File: config.mk
export PLATFORM = sky130hd
export DESIGN_NAME = axi_sub_arb_rr
export DESIGN_NICKNAME = d
export VERILOG_FILES = /design/src/rtl/axi_sub_arb_rr.sv
export SDC_FILE = /design/constraint.sdc
export NUM_CORES = 1
export LEC_CHECK = 0
export CAP_MARGIN = 0
export CORE_AREA = 4 4 147 149
export DETAILED_ROUTE_END_ITERATION = 8
export DIE_AREA = 0 0 151 153
export PLACE_DENSITY_LB_ADDON = 0.2
export REMOVE_ABC_BUFFERS = 1
export SYNTH_ARGS = -nofsm -noshare
export SYNTH_HDL_FRONTEND = slang
export SYNTH_SLANG_ARGS = --single-unit
File: constraint.sdc
create_clock -name clk -period 1.94 [get_ports clk]
set_clock_uncertainty 0.05 [all_clocks]
set_input_delay 0.291 -clock clk [delete_from_list [all_inputs] [get_ports clk]]
set_output_delay 0.291 -clock clk [all_outputs]
set_load 0.01 [all_outputs]
File: src/rtl/axi_sub_arb_rr.sv
// Round-robin arbiter merging NCH AXI subordinate beat streams onto one component port.
// Grants lock across stalls and multi-beat bursts; read responses are routed back after C_LAT cycles.
module axi_sub_arb_rr #(
  parameter int AW    = 32,
  parameter int DW    = 32,
  parameter int UW    = 32,
  parameter int IW    = 1,
  parameter int NCH   = 2,
  parameter int C_LAT = 0,
  localparam int BC   = DW / 8,
  localparam int CW   = $clog2(NCH)
) (
  input  logic              clk,
  input  logic              rst_n,
  input  logic [NCH-1:0]    ch_dv,
  input  logic [NCH-1:0]    ch_write,
  input  logic [NCH*AW-1:0] ch_addr,
  input  logic [NCH*UW-1:0] ch_user,
  input  logic [NCH*IW-1:0] ch_id,
  input  logic [NCH*DW-1:0] ch_wdata,
  input  logic [NCH*BC-1:0] ch_wstrb,
  input  logic [NCH-1:0]    ch_last,
  output logic [NCH-1:0]    ch_hld,
  output logic [NCH-1:0]    ch_err,
  output logic [NCH-1:0]    ch_rvalid,
  output logic [DW-1:0]     ch_rdata,
  output logic              dv,
  output logic [AW-1:0]     addr,
  output logic              write,
  output logic [UW-1:0]     user,
  output logic [IW-1:0]     id,
  output logic [DW-1:0]     wdata,
  output logic [BC-1:0]     wstrb,
  output logic              last,
  input  logic              hld,
  input  logic              rd_err,
  input  logic              wr_err,
  input  logic [DW-1:0]     rdata
);

  logic          lock_vld_q, lock_vld_d;
  logic [CW-1:0] lock_idx_q, lock_idx_d;
  logic [CW-1:0] ptr_q, ptr_d;
  logic          win_found;
  logic [CW-1:0] win_idx;
  logic [NCH-1:0] gnt;
  logic          accept;
  logic          ret_vld;
  logic [CW-1:0] ret_idx;

  function automatic logic [CW-1:0] wrap_add(input logic [CW-1:0] a, input int k);
    int s;
    s = int'(a) + k;
    if (s >= NCH) s = s - NCH;
    return CW'(s);
  endfunction

  // Winner selection: locked channel wins outright, else first requester from ptr
  always_comb begin
    win_found = 1'b0;
    win_idx   = '0;
    if (lock_vld_q) begin
      win_found = 1'b1;
      win_idx   = lock_idx_q;
    end else begin
      for (int k = 0; k < NCH; k++) begin
        if (!win_found && ch_dv[wrap_add(ptr_q, k)]) begin
          win_found = 1'b1;
          win_idx   = wrap_add(ptr_q, k);
        end
      end
    end
  end

  always_comb begin
    gnt = '0;
    if (win_found) gnt[win_idx] = ch_dv[win_idx];
  end

  assign dv       = |gnt;
  assign accept   = dv && !hld;
  assign ch_hld   = {NCH{hld}} | ~gnt;
  assign ch_rdata = rdata;

  always_comb begin
    addr  = '0;
    write = 1'b0;
    user  = '0;
    id    = '0;
    wdata = '0;
    wstrb = '0;
    last  = 1'b0;
    if (dv) begin
      addr  = ch_addr[int'(win_idx)*AW +: AW];
      write = ch_write[win_idx];
      user  = ch_user[int'(win_idx)*UW +: UW];
      id    = ch_id[int'(win_idx)*IW +: IW];
      wdata = ch_wdata[int'(win_idx)*DW +: DW];
      wstrb = ch_wstrb[int'(win_idx)*BC +: BC];
      last  = ch_last[win_idx];
    end
  end

  // Lock is taken whenever the granted beat cannot complete the burst this cycle
  always_comb begin
    lock_vld_d = lock_vld_q;
    lock_idx_d = lock_idx_q;
    ptr_d      = ptr_q;
    if (accept && last) begin
      lock_vld_d = 1'b0;
      ptr_d      = wrap_add(win_idx, 1);
    end else if (dv && (hld || !last)) begin
      lock_vld_d = 1'b1;
      lock_idx_d = win_idx;
    end
  end

  always_ff @(posedge clk or negedge rst_n) begin
    if (!rst_n) begin
      lock_vld_q <= 1'b0;
      lock_idx_q <= '0;
      ptr_q      <= '0;
    end else begin
      lock_vld_q <= lock_vld_d;
      lock_idx_q <= lock_idx_d;
      ptr_q      <= ptr_d;
    end
  end

  // Read-return pipe: fixed component latency, advances regardless of hld
  if (C_LAT == 0) begin : g_nolat
    assign ret_vld = accept && !write;
    assign ret_idx = win_idx;
  end else begin : g_pipe
    logic [C_LAT-1:0] vld_q;
    logic [CW-1:0]    idx_q [C_LAT];

    always_ff @(posedge clk or negedge rst_n) begin
      if (!rst_n) begin
        vld_q <= '0;
      end else begin
        vld_q[0] <= accept && !write;
        for (int k = 1; k < C_LAT; k++) vld_q[k] <= vld_q[k-1];
      end
    end

    always_ff @(posedge clk) begin
      idx_q[0] <= win_idx;
      for (int k = 1; k < C_LAT; k++) idx_q[k] <= idx_q[k-1];
    end

    assign ret_vld = vld_q[C_LAT-1];
    assign ret_idx = idx_q[C_LAT-1];
  end

  always_comb begin
    ch_rvalid = '0;
    for (int i = 0; i < NCH; i++) ch_err[i] = wr_err && gnt[i] && write;
    if (ret_vld) begin
      ch_rvalid[ret_idx] = 1'b1;
      ch_err[ret_idx]    = ch_err[ret_idx] | rd_err;
    end
  end

  a_one_gnt : assert property (@(posedge clk) disable iff (!rst_n) $onehot0(~ch_hld));
  a_lock_hold : assert property (@(posedge clk) disable iff (!rst_n) lock_vld_q |-> ch_dv[lock_idx_q]);

endmodule

==> out/metrics.cfg, run 1 <==
[outcome]
status=complete, but fails checks
violations=setup timing

[clocking]
htree_levels=1
cts_made_buffers=3
clkSlewWorstSetupHoldPaths_ns=0.03
clk_latency_ns=0.22
cts_hold_buf=0
cts-root-buf=clkbuf_16
cts_tree=done
clock-sinks=3
cts.path.max_buffers=2

[setup_path]
cp_num_cells=9
reg2reg_depth=9
max_stage_delay_ns=0.42
cp_data_arrival_time_ns=1.82
critPathBufInv=5
critPathKind=flop to primary output
cp_slowest_cell=dfrtp_2
cp_common_cell=buf_12
worst_setup_path_start_kind=flop
critPathMaxFanout=5
path_cells=nand2b_4, o21ai_4, buf_12, buf_12, buf_16, buf_6, nand2_4, a21oi_2, buf_2
critPathTopFamily=buffers and inverters
required_ns=1.60
critPathCaptureType=primary output

[route]
dr.pass1.iters=4
via_per_inst=4.07
ant_nets=0
wl_per_cell_um=19.1
vias=4245
wl_um=19900
drtIter0Drc=108
drc=0

[placed_design]
dp.cells=994
gp_congestion=0.812
numPortBuffers=322
place_hpwl_um=12400

[yosys]
yosys_warnings=0
syn-cell-area_mm2=0.00207
syn_avg_cell_area_um2=4.95
synth_seq_area_share=0.0363
postSynthCellCount=418
synth-seq-cells=3
yosysUniqueCellTypes=29

[timing]
rsz0062_at_grt=yes
setup_slack_ns=-0.220
finalSetupViolCount=104
maxSlewHeadroom=0.829
finalCriticalPeriod_ns=2.16
max_slew.worst_pin.slew_ns=0.256
finalHoldViolations=0
fmax_mhz=463
report.final.slew_viol_count=0
finalCritPeriodShare=1.11

[floorplan]
fp.dieW_um=151
dieArea_mm2=0.0231
start_util=0.103
die_h_um=153
core_area_mm2=0.0202
rows=52
num_io_pins=387

[power_and_ir_drop]
power_mw=6.22
power_density_mw_per_mm2=851
p_leak_nw=3.15
peakVddDrop_uv=329

[global_routing]
grt_pass1_vias=4250
grt_overflow=0
antenna_found_initial=0
grt_pass1_wl_um=24700
grt.total_usage=0.137
grt_max_degree=25

[finish]
syn_to_final_growth_pct=254
final_common_cell=clkdlybuf4s50_1
final_nets=1020
layout_common_cells=210 x clkdlybuf4s50_1, 111 x nand2_1, 99 x buf_2, 94 x a21oi_2, 53 x nand2_4
stdcell_count=1044
fillers=2102
antenna_cells=0
layout-drive-gt1-share=0.548
utilization=0.363

[min_path]
hold_path_class=input pin to async pin

[job]
cap_violations=0

[metrics by stage]
stage               TNS (ns)  worst slack, ns  instance area (µm²)  hold slack [ns]
floorplan            -140.34            -1.74                 1620          -0.0546
global placement      -70.36           -0.721                 5690            0.434
detailed placement    -71.75           -0.703                 5690            0.432
CTS                   -22.00           -0.301                 6120            0.201
global route          -22.21           -0.273                 7320            0.206
finish                -15.49           -0.220                 7320            0.205
[layout make-up]
class / instances / area (µm²) / share of cell area
Inverter: 4 / 15.0 / 0.00205
Timing Repair Buffer: 419 / 4260 / 0.582
Clock buffer: 4 / 78.8 / 0.0108
Sequential cell: 3 / 77.6 / 0.0106
Tap cell: 270 / 338 / 0.0462
Multi-Input combinational cell: 344 / 2550 / 0.349
[final timing paths]
check	startpoint	end	slack, ns
worst min register to register	ptr_q	ptr_q	0.69
min in group clk	rdata[1]	ch_rdata[1]	0.53
worst max register to register	lock_vld_q	ptr_q	0.11
max in group asynchronous	rst_n	lock_idx_q	1.48
worst max-delay path	lock_vld_q	wstrb[0]	-0.22
worst min-delay path	rst_n	ptr_q	0.20
[logic make-up after synthesis]
kind of cell           synth area share
AOI/OAI and AO/OA                 0.307
and+or+nand+nor                   0.428
buffers and inverters             0.223
muxes                           0.00484
DFF                              0.0363
[registers in the layout (all words and copies together) (netlist names)]
register	count
lock_idx_q	1
ptr_q	1
lock_vld_q	1
[synthesized netlist by cell type]
| master | instances | area, µm² |
|---|---|---|
| a21o_1 | 1 | 7.51 |
| mux2i_1 | 1 | 10.0 |
| o21a_1 | 1 | 7.51 |
| a21oi_1 | 105 | 526 |
| o2bb2ai_2 | 1 | 15.0 |
| inv_1 | 3 | 11.3 |
| and2b_4 | 1 | 10.0 |
| o21ai_4 | 1 | 16.3 |
| and3_1 | 1 | 6.26 |
| and2_1 | 1 | 6.26 |
| a31oi_1 | 3 | 18.8 |
| nand3b_1 | 2 | 15.0 |
| nand4_1 | 1 | 6.26 |
| dfrtp_1 | 3 | 75.1 |
| nand2b_1 | 1 | 6.26 |
| nor2_1 | 4 | 15.0 |
| clkinv_1 | 1 | 3.75 |
| nand2b_4 | 1 | 13.8 |
| a211o_1 | 1 | 8.76 |
| buf_2 | 18 | 90.1 |
| clkbuf_1 | 5 | 18.8 |
| o32a_1 | 1 | 10.0 |
| o21ai_0 | 3 | 15.0 |
| nor3b_1 | 1 | 7.51 |
| a21boi_2 | 1 | 11.3 |
| buf_4 | 42 | 315 |
| nand2_1 | 209 | 785 |
| nand3_1 | 3 | 15.0 |
| buf_6 | 2 | 22.5 |
[power breakdown]
group	total, mW	internal, mW	switching, mW
clock network	0.322	0.271	0.0516
registers	0.108	0.0849	0.0231
logic	5.79	3.02	2.77
[repair_timing]
item	4_1_cts	5_1_grt
gates cloned	10	13
gates resized for setup	458	329
endpoints found under the setup margin	111	110
buffers inserted	17	9
pin swaps	12	104
[layer usage]
metal / track usage / wire length [µm] / vias to the layer above
li1: - / - / 2042
met1: 0.145 / 7530 / 1919
met2: 0.259 / 9970 / 270
met3: 0.0515 / 2070 / 14
met4: 0.0229 / 368 / 0
met5: 0.00217 / 0 / -
Note: power is estimated with default switching activity, not from simulation.
==> inputs of run 2 (changes only) <==
--- a/config.mk
+++ b/config.mk
@@ -6,11 +6,14 @@
 export NUM_CORES = 1
 export LEC_CHECK = 0
 export CAP_MARGIN = 0
-export CORE_AREA = 4 4 147 149
+export CELL_PAD_IN_SITES_DETAIL_PLACEMENT = 0
+export CELL_PAD_IN_SITES_GLOBAL_PLACEMENT = 1
+export CORE_MARGIN = 4
+export CORE_UTILIZATION = 10
 export DETAILED_ROUTE_END_ITERATION = 8
-export DIE_AREA = 0 0 151 153
 export PLACE_DENSITY_LB_ADDON = 0.2
 export REMOVE_ABC_BUFFERS = 1
+export SLEW_MARGIN = 25
 export SYNTH_ARGS = -nofsm -noshare
 export SYNTH_HDL_FRONTEND = slang
 export SYNTH_SLANG_ARGS = --single-unit
==> run 2 against run 1 <==
  * The flow still finishes with violations (setup timing)
  * Register-to-register slack about the same
  * Combinational power up 0.9%
  * Utilization down 1.1 points
  * Setup slack better by 0.0038 ns
  * Fmax up 0.18%
  * Power up 0.94%
  * Via count down 0.24%
  * Critical path type unchanged
==> out/metrics.cfg, run 2 (synthesized netlist as in run 1, its figures left out) <==
[finish]
antenna_cells=0  ; unchanged
fillers=2137  ; was 2,102
layout-drive-gt1-share=0.512  ; was 0.548
final_common_cell=clkdlybuf4s50_1  ; unchanged
top_regs=lock_idx_q (1), lock_vld_q (1), ptr_q (1)  ; unchanged
final_nets=1006  ; was 1,020
syn_to_final_growth_pct=245  ; was 254%
layout_common_cells=210 x clkdlybuf4s50_1, 117 x nand2_1, 99 x buf_2, 86 x a21oi_2, 48 x nand2_4  ; was 210 x clkdlybuf4s50_1, 111 x nand2_1, 99 x buf_2, 94 x a21oi_2, 53 x nand2_4
stdcell_count=1030  ; was 1,044

[timing]
rsz0062_at_grt=yes  ; unchanged
max_slew.worst_pin.slew_ns=0.232  ; was 0.256 ns
setup-tns-final_ns=-15.43  ; was -15.49 ns
whs_ns=0.212  ; was 0.205 ns
maxSlewHeadroom=0.845  ; was 0.829
setup_slack_ns=-0.216  ; was -0.220 ns
finalCritPeriodShare=1.11  ; about the same
fmax_mhz=464  ; was 463 MHz
finalHoldViolations=0  ; unchanged
finalCriticalPeriod_ns=2.16  ; about the same
finalSetupViolCount=104  ; unchanged
report.final.slew_viol_count=0  ; unchanged

[global_routing]
grt.total_usage=0.161  ; was 0.137
grt_max_degree=17  ; was 25
grt_overflow=0  ; unchanged
antenna_found_initial=0  ; unchanged
grt_pass1_wl_um=28400  ; was 24,700 µm
grt_pass1_vias=4293  ; was 4,250

[placed_design]
gp_congestion=0.821  ; was 0.812
place_hpwl_um=13700  ; was 12,400 µm
numPortBuffers=322  ; unchanged
dp.cells=969  ; was 994

[power_and_ir_drop]
power_density_mw_per_mm2=879  ; was 851 mW/mm²
power_mw=6.28  ; was 6.22 mW
p_leak_nw=3.14  ; was 3.15 nW
peakVddDrop_uv=465  ; was 329 µV

[setup_path]
critPathCaptureType=primary output  ; unchanged
ff2ff_setup_slack_ns=0.10  ; was 0.11 ns
worst_setup_path_start_kind=flop  ; unchanged
critPathMaxFanout=6  ; was 5
critPathKind=flop to primary output  ; unchanged
reg2reg_depth=9  ; unchanged
required_ns=1.60  ; about the same
cp_data_arrival_time_ns=1.82  ; about the same

[clocking]
htree_levels=1  ; unchanged
clk_latency_ns=0.23  ; was 0.22 ns
cts-root-buf=clkbuf_16  ; unchanged
cts_tree=done  ; unchanged
cts.path.max_buffers=2  ; unchanged
clkSlewWorstSetupHoldPaths_ns=0.03  ; about the same
cts_made_buffers=3  ; unchanged
clock-sinks=3  ; unchanged

[floorplan]
dieArea_mm2=0.0230  ; was 0.0231 mm²
num_io_pins=387  ; unchanged
die_h_um=152  ; was 153 µm
core_area_mm2=0.0203  ; was 0.0202 mm²
fp.dieW_um=152  ; was 151 µm
rows=52  ; unchanged
start_util=0.102  ; was 0.103

[outcome]
violations=setup timing  ; unchanged
status=complete, but fails checks  ; unchanged

[route]
dr.pass1.iters=4  ; unchanged
via_per_inst=4.11  ; was 4.07
ant_nets=0  ; unchanged
wl_per_cell_um=21.1  ; was 19.1 µm
wl_um=21700  ; was 19,900 µm
drtIter0Drc=116  ; was 108
drc=0  ; unchanged
vias=4235  ; was 4,245

[min_path]
hold_path_class=input pin to async pin  ; unchanged

[job]
cap_violations=0  ; unchanged

## run 2: through the flow
| step | setup slack [ns] | utilization | instance area [µm²] |
|---|---|---|---|
| 2_1_floorplan | -1.74 | - | 1620 |
| 3_3_place_gp | -0.724 | 0.270 | 5470 |
| 3_5_place_dp | -0.770 | 0.270 | 5470 |
| 4_1_cts | -0.218 | 0.304 | 6170 |
| 5_1_grt | -0.311 | 0.352 | 7150 |
| 6_report | -0.216 | 0.352 | 7150 |
## run 2: area by class of cell
cell class | instances | area [µm²] | share of cell area
sequential | 3 | 76.3 | 0.0107
inverter | 4 | 15.0 | 0.00210
clock buffer | 4 | 78.8 | 0.0110
timing repair buffer | 405 | 4200 | 0.588
tap | 270 | 338 | 0.0473
multi-input combinational | 344 | 2440 | 0.341
## run 2: worst max-delay path, cell delays in order, from the launching register on
cell and delay (ns):
dfrtp_1 0.38, and2b_4 0.28, o21a_4 0.15, buf_12 0.13
buf_12 0.14, clkbuf_16 0.17, nand2_2 0.07, a21oi_2 0.12
buf_2 0.14
## run 2: power by group
part | switching [mW] | internal, mW | total, mW
clock | 0.0623 | 0.272 | 0.334
sequential | 0.0219 | 0.0843 | 0.106
combinational | 2.79 | 3.05 | 5.84
total | 2.87 | 3.41 | 6.28
## run 2: path summary, 6_finish.rpt
kind	from	endpoint
worst max register to register	ptr_q	lock_vld_q
max in group asynchronous	rst_n	lock_idx_q
worst max-delay path	ptr_q	addr[16]
worst min register to register	ptr_q	ptr_q
min in group clk	rdata[28]	ch_rdata[28]
worst min-delay path	rst_n	ptr_q
## run 2: what timing repair did
| item | in CTS | in global routing |
|---|---|---|
| gates resized for setup | 533 | 213 |
| setup buffers | 23 | 17 |
| endpoints found under the setup margin | 110 | 110 |
| pin swaps | 37 | 90 |
| cloned | 18 | 12 |
| hold buffers | 0 | 0 |
## run 2: per-layer routing
layer / global-route usage / share of wire / wire length (µm)
met5: 0.0352 / 0.0052 / 113
met3: 0.0606 / 0.077 / 1680
met4: 0.0240 / 0.0085 / 184
met1: 0.191 / 0.41 / 8900
met2: 0.280 / 0.50 / 10900
